File: config.mk
export PLATFORM = sky130hd
export DESIGN_NAME = id_decode_stage
export DESIGN_NICKNAME = d
export VERILOG_FILES = /design/src/rtl/mips_pkg.sv /design/src/rtl/id_ctrl_decode.sv /design/src/rtl/id_ex_pipe_reg.sv /design/src/rtl/id_regfile.sv /design/src/rtl/id_decode_stage.sv
export SDC_FILE = /design/constraint.sdc
export NUM_CORES = 2
export LEC_CHECK = 0
export BUFFER_PORTS_ARGS = -buffer_cell sky130_fd_sc_hd__buf_2
export CAP_MARGIN = 5
export CORE_MARGIN = 8
export CORE_UTILIZATION = 50
export CTS_CLUSTER_SIZE = 40
export DETAILED_ROUTE_END_ITERATION = 16
export GPL_ROUTABILITY_DRIVEN = 0
export GPL_TIMING_DRIVEN = 0
export PLACE_DENSITY_LB_ADDON = 0.08
export SETUP_SLACK_MARGIN = 0.5
export SLEW_MARGIN = 10
export SYNTH_ARGS = -nofsm -noshare
export SYNTH_HDL_FRONTEND = slang
export SYNTH_SLANG_ARGS = --single-unit
File: constraint.sdc
create_clock -name clk -period 7.8 [get_ports clk]
set_input_delay 0.78 -clock clk [delete_from_list [all_inputs] [get_ports clk]]
set_output_delay 0.78 -clock clk [all_outputs]
set_load 0.01 [all_outputs]
File: src/rtl/mips_pkg.sv
// Shared MIPS decode definitions: opcodes, ALU/load encodings and the
// control and ID/EX bundles passed between the decode-stage blocks.
package mips_pkg;

    localparam logic [5:0] OP_RTYPE = 6'b000000;
    localparam logic [5:0] OP_LW    = 6'b100011;
    localparam logic [5:0] OP_LB    = 6'b100000;
    localparam logic [5:0] OP_LBU   = 6'b100100;
    localparam logic [5:0] OP_SW    = 6'b101011;
    localparam logic [5:0] OP_BEQ   = 6'b000100;
    localparam logic [5:0] OP_ADDI  = 6'b001000;
    localparam logic [5:0] OP_SLTI  = 6'b001010;

    typedef enum logic [2:0] {
        ALU_ADD   = 3'b000,
        ALU_SUB   = 3'b001,
        ALU_FUNCT = 3'b010,
        ALU_AND   = 3'b011,
        ALU_OR    = 3'b100,
        ALU_SLT   = 3'b101
    } alu_op_e;

    typedef enum logic [1:0] {
        LM_WORD   = 2'b00,
        LM_BYTE_S = 2'b01,
        LM_BYTE_U = 2'b10,
        LM_RSVD   = 2'b11
    } load_mode_e;

    typedef struct packed {
        logic       reg_dst;
        logic       reg_write;
        logic       alu_src;
        logic       mem_write;
        logic       mem_read;
        logic       mem_to_reg;
        logic       branch;
        alu_op_e    alu_op;
        load_mode_e load_mode;
    } ctrl_t;

    localparam ctrl_t CTRL_NOP = '{1'b0, 1'b0, 1'b0, 1'b0, 1'b0, 1'b0, 1'b0, ALU_ADD, LM_WORD};

    typedef struct packed {
        logic [4:0]  rd;
        logic [4:0]  rt;
        logic [31:0] ext_imm;
        logic [31:0] rs_data;
        logic [31:0] rt_data;
        logic [31:0] pc_plus4;
        ctrl_t       ctrl;
    } idex_t;

    function automatic logic [31:0] sign_extend16(input logic [15:0] imm);
        return {{16{imm[15]}}, imm};
    endfunction

endpackage

File: src/rtl/id_ctrl_decode.sv
// Combinational main-control decoder: maps the primary opcode to the
// ID/EX control bundle; unknown opcodes decode to an all-zero bubble.
module id_ctrl_decode
    import mips_pkg::*;
(
    input  logic [5:0] opcode,
    output ctrl_t      ctrl
);

    always_comb begin
        ctrl = CTRL_NOP;
        case (opcode)
            OP_RTYPE: ctrl = '{1'b1, 1'b1, 1'b0, 1'b0, 1'b0, 1'b0, 1'b0, ALU_FUNCT, LM_WORD};
            OP_LW:    ctrl = '{1'b0, 1'b1, 1'b1, 1'b0, 1'b1, 1'b1, 1'b0, ALU_ADD,   LM_WORD};
            OP_LB:    ctrl = '{1'b0, 1'b1, 1'b1, 1'b0, 1'b1, 1'b1, 1'b0, ALU_ADD,   LM_BYTE_S};
            OP_LBU:   ctrl = '{1'b0, 1'b1, 1'b1, 1'b0, 1'b1, 1'b1, 1'b0, ALU_ADD,   LM_BYTE_U};
            OP_SW:    ctrl = '{1'b0, 1'b0, 1'b1, 1'b1, 1'b0, 1'b0, 1'b0, ALU_ADD,   LM_WORD};
            OP_BEQ:   ctrl = '{1'b0, 1'b0, 1'b0, 1'b0, 1'b0, 1'b0, 1'b1, ALU_SUB,   LM_WORD};
            OP_ADDI:  ctrl = '{1'b0, 1'b1, 1'b1, 1'b0, 1'b0, 1'b0, 1'b0, ALU_ADD,   LM_WORD};
            OP_SLTI:  ctrl = '{1'b0, 1'b1, 1'b1, 1'b0, 1'b0, 1'b0, 1'b0, ALU_SLT,   LM_WORD};
            default:  ctrl = CTRL_NOP;
        endcase
    end

endmodule

File: src/rtl/id_ex_pipe_reg.sv
// ID/EX pipeline register: captures the decoded instruction every cycle,
// cleared to a bubble by synchronous reset.
module id_ex_pipe_reg
    import mips_pkg::*;
(
    input  logic        clk,
    input  logic        rst,
    input  logic [4:0]  rd,
    input  logic [4:0]  rt,
    input  logic [31:0] ext_imm,
    input  logic [31:0] rs_data,
    input  logic [31:0] rt_data,
    input  logic [31:0] pc_plus4,
    input  ctrl_t       ctrl,
    output idex_t       idex_out
);

    idex_t idex_d;
    idex_t idex_q;

    always_comb begin
        idex_d          = idex_q;
        idex_d.rd       = rd;
        idex_d.rt       = rt;
        idex_d.ext_imm  = ext_imm;
        idex_d.rs_data  = rs_data;
        idex_d.rt_data  = rt_data;
        idex_d.pc_plus4 = pc_plus4;
        idex_d.ctrl     = ctrl;
    end

    always_ff @(posedge clk) begin
        if (rst) begin
            idex_q <= '0;
        end else begin
            idex_q <= idex_d;
        end
    end

    assign idex_out = idex_q;

endmodule

File: src/rtl/id_regfile.sv
// 32x32 register file with two combinational read ports, write-through
// bypass from the WB port, and $0 hard-wired to zero.
module id_regfile (
    input  logic        clk,
    input  logic        rst,
    input  logic [4:0]  rs_addr,
    input  logic [4:0]  rt_addr,
    input  logic [4:0]  wr_addr,
    input  logic [31:0] wr_data,
    input  logic        wr_en,
    input  logic [31:0] seed,
    output logic [31:0] rs_data,
    output logic [31:0] rt_data
);

    logic [31:0] regs_q [32];
    logic [31:0] regs_d [32];
    logic        wr_fire;

    assign wr_fire = wr_en && !rst && (wr_addr != 5'd0);

    always_comb begin
        regs_d = regs_q;
        if (wr_fire) begin
            regs_d[wr_addr] = wr_data;
        end
    end

    // Reset reseeds every register except $0 and wins over a pending write.
    always_ff @(posedge clk) begin
        if (rst) begin
            regs_q[0] <= '0;
            for (int i = 1; i < 32; i++) begin
                regs_q[i] <= seed;
            end
        end else begin
            regs_q <= regs_d;
        end
    end

    assign rs_data = (rs_addr == 5'd0)                ? 32'd0   :
                     (wr_fire && (wr_addr == rs_addr)) ? wr_data : regs_q[rs_addr];
    assign rt_data = (rt_addr == 5'd0)                ? 32'd0   :
                     (wr_fire && (wr_addr == rt_addr)) ? wr_data : regs_q[rt_addr];

endmodule

File: src/rtl/id_decode_stage.sv
// MIPS ID stage top: wires control decode, register file and the ID/EX
// register together; no logic of its own.
module id_decode_stage
    import mips_pkg::*;
(
    input  logic        clk,
    input  logic        rst,
    input  logic [31:0] instruction,
    input  logic [31:0] in_new_pc_value,
    input  logic [5:0]  write_register,
    input  logic [31:0] write_data,
    input  logic        in_RegWrite,
    input  logic [31:0] register_input,
    output logic [4:0]  instr_bits_15_11,
    output logic [4:0]  instr_bits_20_16,
    output logic [31:0] extended_bits,
    output logic [31:0] read_data1,
    output logic [31:0] read_data2,
    output logic [31:0] new_pc_value,
    output logic        RegDst,
    output logic        RegWrite,
    output logic        ALUSrc,
    output logic        MemWrite,
    output logic        MemRead,
    output logic        MemToReg,
    output logic        Branch,
    output logic [1:0]  load_mode,
    output logic [2:0]  ALUOp
);

    ctrl_t       ctrl;
    logic [31:0] rs_data;
    logic [31:0] rt_data;
    idex_t       idex;
    logic        unused_wr_bit5;

    // Only 32 registers exist, so the WB address MSB carries no information.
    assign unused_wr_bit5 = write_register[5];

    id_ctrl_decode u_ctrl (
        .opcode (instruction[31:26]),
        .ctrl   (ctrl)
    );

    id_regfile u_regfile (
        .clk     (clk),
        .rst     (rst),
        .rs_addr (instruction[25:21]),
        .rt_addr (instruction[20:16]),
        .wr_addr (write_register[4:0]),
        .wr_data (write_data),
        .wr_en   (in_RegWrite),
        .seed    (register_input),
        .rs_data (rs_data),
        .rt_data (rt_data)
    );

    id_ex_pipe_reg u_pipe (
        .clk      (clk),
        .rst      (rst),
        .rd       (instruction[15:11]),
        .rt       (instruction[20:16]),
        .ext_imm  (sign_extend16(instruction[15:0])),
        .rs_data  (rs_data),
        .rt_data  (rt_data),
        .pc_plus4 (in_new_pc_value),
        .ctrl     (ctrl),
        .idex_out (idex)
    );

    assign instr_bits_15_11 = idex.rd;
    assign instr_bits_20_16 = idex.rt;
    assign extended_bits    = idex.ext_imm;
    assign read_data1       = idex.rs_data;
    assign read_data2       = idex.rt_data;
    assign new_pc_value     = idex.pc_plus4;
    assign RegDst           = idex.ctrl.reg_dst;
    assign RegWrite         = idex.ctrl.reg_write;
    assign ALUSrc           = idex.ctrl.alu_src;
    assign MemWrite         = idex.ctrl.mem_write;
    assign MemRead          = idex.ctrl.mem_read;
    assign MemToReg         = idex.ctrl.mem_to_reg;
    assign Branch           = idex.ctrl.branch;
    assign load_mode        = idex.ctrl.load_mode;
    assign ALUOp            = idex.ctrl.alu_op;

endmodule

==> After elaboration in Yosys (flattened, before gate mapping) <==
Cells that the tools add are included.
{ "totals": {"reg_bits": 1158, "latchBits": 0, "ramBits": 0, "mem_bits_ro": 0, "in_bits": 137, "memories": 0} }
{ "classes": {"add_sub_neg": 0, "mul": 0, "div": 0, "n_lt_le_gt_ge": 4, "n_eq_ne": 9, "n_shift": 0, "muxes": 14, "n_bitwise": 3, "n_reduce_logical": 13} }
{ "ops": {"columns": ["operator", "n"], "rows": [
  ["2-to-1 mux 992 bit", 2],
  ["bitwise mux 1024 bit", 1],
  ["binary-select mux 32 bit (select 5 bit)", 2],
  ["2-to-1 mux 32 bit", 7],
  ["demux 32 bit (select 5 bit)", 1],
  ["one-hot mux 12 bit (8 select lines)", 1],
  ["equality test 6 bit (second input constant)", 4],
  ["greater-or-equal comparator 6 bit (second input constant)", 3],
  ["inverter 5 -> 6 bit", 3],
  ["equality test 6 x 4 -> 1 bit (second input constant)", 2],
  ["equality test 5 bit", 2],
  ["zero test 5 bit", 2],
  ["equality test 6 x 3 -> 1 bit (second input constant)", 1],
  ["zero test 6 bit", 1],
  ["less-than comparator 6 x 1 -> 1 bit (second input constant)", 1],
  ["logical AND 1 bit", 5],
  ["nonzero test 5 bit", 1],
  ["OR reduction 2 bit", 2],
  ["nonzero test 2 bit", 1],
  ["zero test 1 bit", 1]
]} }

==> Logic depth before layout (Yosys ltp) <==
{ "depth": {"ltp_word": 8, "mapped_depth": 10} }

==> By module <==
From an unflattened synthesis, not the netlist that was laid out.
{ "hier_totals": {"cells_unflattened": 4622, "hier_area_um2": 59529.6} }
{ "modules_own_cells": {"columns": ["mod", "n_inst", "cells_per_inst", "area_each_um2", "seq_area_each_um2"], "rows": [
  ["id_regfile", 1, 4277, 55324.3, 30429.2],
  ["id_ex_pipe_reg", 1, 316, 4023.9, 3002.9],
  ["id_ctrl_decode", 1, 29, 181.4, 0.0]
]} }

==> Least setup slack after synthesis <==
No wires, ideal clock.
{ "synth_path": {"path_kind": "input port to flip-flop", "start": "input port write_register[4]", "end": "register u_regfile.regs_q[0] (netlist name), enable pin", "arrival_time_ns": 3.241, "slack_ns": 4.131, "path_stages": 6, "path_cell_list": "buf_2 -> nor3_2 -> a21bo_2 -> buf_2 -> buf_1 -> o21bai_1"} }
{ "synth_via": {"elab_chain_cells": 3} }
{ "synth_rtl": {"columns": ["element", "line_no", "source"], "rows": [
  ["from (decl)", "id_decode_stage.sv:10", "input logic [5:0] write_register,"],
  ["nonzero test 5 bit", "id_regfile.sv:20", "assign wr_fire = wr_en && !rst && (wr_addr != 5'd0);"],
  ["logical AND 1 bit", "id_regfile.sv:20", null],
  ["nonzero test 2 bit (no line)", null, null],
  ["to (signal assigned)", "id_regfile.sv:37", "regs_q <= regs_d;"],
  ["to (decl)", "id_regfile.sv:16", "logic [31:0] regs_q [32];"]
]} }
Every way passes these cells.
A chain may end at the register's enable or synchronous reset.

==> Worst setup path in the final report <==
{ "layout_path": {"start": "input port write_register[4]", "end": "register u_regfile.regs_q[18] (netlist name), enable pin"} }
The elaborated chain is that of the path after synthesis.

==> flow_summary.ini <==
[power_and_ir_drop]
comb_power_share_pct = 15.1
peakVddDrop_mv = 0.166
switching_share_pct = 26.9
p_leak_uw = 0.0237
p_switching_uw = 4260
p_per_area_mw_per_mm2 = 236
power.share.clock_pct = 37.5
seqPwrFrac_pct = 47.3
power.internal_uw = 11600

[timing]
tightest_slew_ps = 1480
finalClockSkew_ps = 27.8
hold_viol_final = 0
fmax_mhz = 262
period_minus_slack_ps = 3820
setup_viol = 0
min_period_over_period_pct = 48.9
rsz0062_at_grt = false
slew_headroom_pct = 1.63
finalMaxSlewViolations = 0
tns_ps = 0

[clocking]
cts_buffers = 121
clockRootBuffer = clkbuf_16
clk_pin_slew_ps = 60
hold_buffers = 0
cts_sinks = 1151
htree_levels = 3
post_cts_resized = 0
insertion_delay_ps = 760
cts_setup_buffers = 0
cts_tree = done
cts_buffer_depth = 3

[critical_path]
worstSetupStartpointType = primary input
critPathMaxStageDelay_ps = 960
cp-end-kind = register
critical_path_arrival_ps = 4300
reg2reg_slack_ps = 5580
crit_chain = buf_2, nor3_2, a21bo_2, buf_2, buf_1, o21bai_4, buf_16, buf_16
critical_path_class = primary input to register
cp.required_ps = 8280
slowest_stage = buf_1
cp_max_fo = 13

[final_layout]
area_growth_pct = 15.4
stdcell_count = 6356
post-route-util_pct = 58.0
final_common_cell = o21ai_0
fin_nets = 4850
drive_above_1_share_pct = 22.9
postLayoutCellArea_mm2 = 0.0672
layout_common_cells = o21ai_0 (1000), edfxtp_1 (992), clkbuf_1 (401)

[placement]
dpl_cell_area_mm2 = 0.0631
dp_cells = 6114
port_buffers = 275
hpwl_um = 181000

[detailed_routing]
first_pass_iters = 8
ant_nets = 0
drc = 0
drtIter0Drc = 8591
wl_um = 259000
vias = 46700
wl_per_cell_um = 40.8
avgViaCountPerCell = 7.34

[yosys]
postSynthAreaPerCell_um2 = 13.7
synth_ff_type = edfxtp_1
ys_types = 46
syn_area_mm2 = 0.0582
async_reset_ff_share_pct = 0
yosysWarnings = 0
syn-num-nets = 4400
synth_seq_area_share_pct = 56.6
syn_inst = 4263
synth_edf_count = 992
ys_ff_latch = 1151

[global_routing]
antenna_found_initial = 11
grt_pass1_wl_um = 347000
grt_usage_pct = 39.6
grt_max_degree = 33
grt_pass1_vias = 44500
grt-ovfl-total = 0

[die]
die_height_um = 357
start_util_pct = 50.2
die_w_um = 357
io_pins = 287
core-area_mm2 = 0.116
rows = 125
dieArea_mm2 = 0.128

[outcome]
outcome = finished clean

[job]
drv_cap = 0

[min_path]
hold_class = primary input to register
-- cells in the mapped netlist (2+ instances only) --
| library cell | count | area, um2 |
|---|---|---|
| nor2_2 | 3 | 18.8 |
| nor2b_1 | 152 | 951 |
| nor2_1 | 42 | 158 |
| a211oi_1 | 128 | 961 |
| a21oi_1 | 35 | 175 |
| xnor2_1 | 10 | 87.6 |
| a211o_1 | 32 | 280 |
| nor3_1 | 5 | 25.0 |
| buf_4 | 47 | 353 |
| a221o_1 | 32 | 320 |
| mux2i_1 | 320 | 3200 |
| a22oi_1 | 64 | 480 |
| nand3_1 | 2 | 10.0 |
| a221oi_1 | 128 | 1120 |
| inv_1 | 2 | 7.51 |
| nand2b_1 | 34 | 213 |
| mux4_2 | 384 | 8650 |
| o21ai_1 | 25 | 125 |
| edfxtp_1 | 992 | 29800 |
| o21ai_0 | 1000 | 5000 |
| buf_1 | 18 | 67.6 |
| o21bai_1 | 60 | 450 |
| dfxtp_1 | 159 | 3180 |
| buf_6 | 18 | 203 |
| nor3b_1 | 3 | 22.5 |
| and3b_1 | 2 | 17.5 |
| buf_2 | 86 | 430 |
| nor4_1 | 4 | 25.0 |
| and2_1 | 3 | 18.8 |
| nand2_1 | 70 | 263 |
| o31ai_2 | 2 | 25.0 |
| a31o_2 | 3 | 26.3 |
| clkbuf_1 | 385 | 1450 |
-- worst paths after layout --
kind	depth (start not counted)	end	start
worst min-delay path	2	u_pipe.idex_out[40]$_SDFF_PP0_	in_new_pc_value[28]
worst max register to register	5	u_pipe.idex_out[66]$_SDFF_PP0_	u_regfile.regs_q[950]$_DFFE_PP_
worst max-delay path	8	u_regfile.regs_q[18]$_DFFE_PP_	write_register[4]
worst min register to register	1	u_regfile.regs_q[1010]$_SDFFE_PP0P_	u_regfile.regs_q[1010]$_SDFFE_PP0P_
-- stage by stage --
| step | hold slack, ps | power (uW) | worst slack (ps) |
|---|---|---|---|
| 5_1_grt | 231 | 16100 | 3920 |
| 4_1_cts | 213 | 15700 | 3880 |
| 3_3_place_gp | 465 | 9790 | 350 |
| 6_report | 233 | 15800 | 3980 |
| 2_1_floorplan | 451 | 8890 | 4130 |
| 3_5_place_dp | 467 | 9910 | 3130 |
-- registers in the layout (all words and copies together) (netlist names) --
register and flops:
u_regfile.regs_q 1024, u_pipe.idex_out 127
-- critical path, delay by kind of cell --
family	cells	cell delay, ps
AOI/OAI and AO/OA	2	860
and+or+nand+nor	1	470
buffers and inverters	5	2130
-- power groups by stage --
stage	combinational, uW	clock, uW	sequential, uW
2_1_floorplan	1320	0	7570
3_3_place_gp	2180	0	7610
3_5_place_dp	2300	0	7610
4_1_cts	2310	5890	7480
5_1_grt	2450	6120	7540
6_report	2400	5940	7490
-- layout make-up --
| type | instances | area [um2] |
|---|---|---|
| timing repair buffer | 327 | 2630 |
| inverter | 2 | 7.51 |
| sequential | 1151 | 33000 |
| clock inverter | 47 | 400 |
| fill | 9420 | 48700 |
| tap | 1524 | 1910 |
| clock buffer | 181 | 3600 |
| multi-input combinational | 2555 | 23100 |
| buffer | 555 | 2520 |
| antenna | 14 | 35.0 |
-- logic make-up after synthesis --
logic type             synth area share [%]
AO/OA/AOI/OAI                          15.4
XOR/XNOR                              0.150
buffers and inverters                  4.31
flip-flops                             56.6
multiplexers                           20.4
AND/OR/NAND/NOR                        3.10
-- metal layers --
layer	up-vias	routed length, um	GRT usage [%]
li1	18000	-	-
met1	23300	89100	49.7
met2	4368	108000	56.6
met3	1046	37700	13.9
met4	8	24200	29.2
met5	-	73	0
Power figures use the tool's default switching activity.
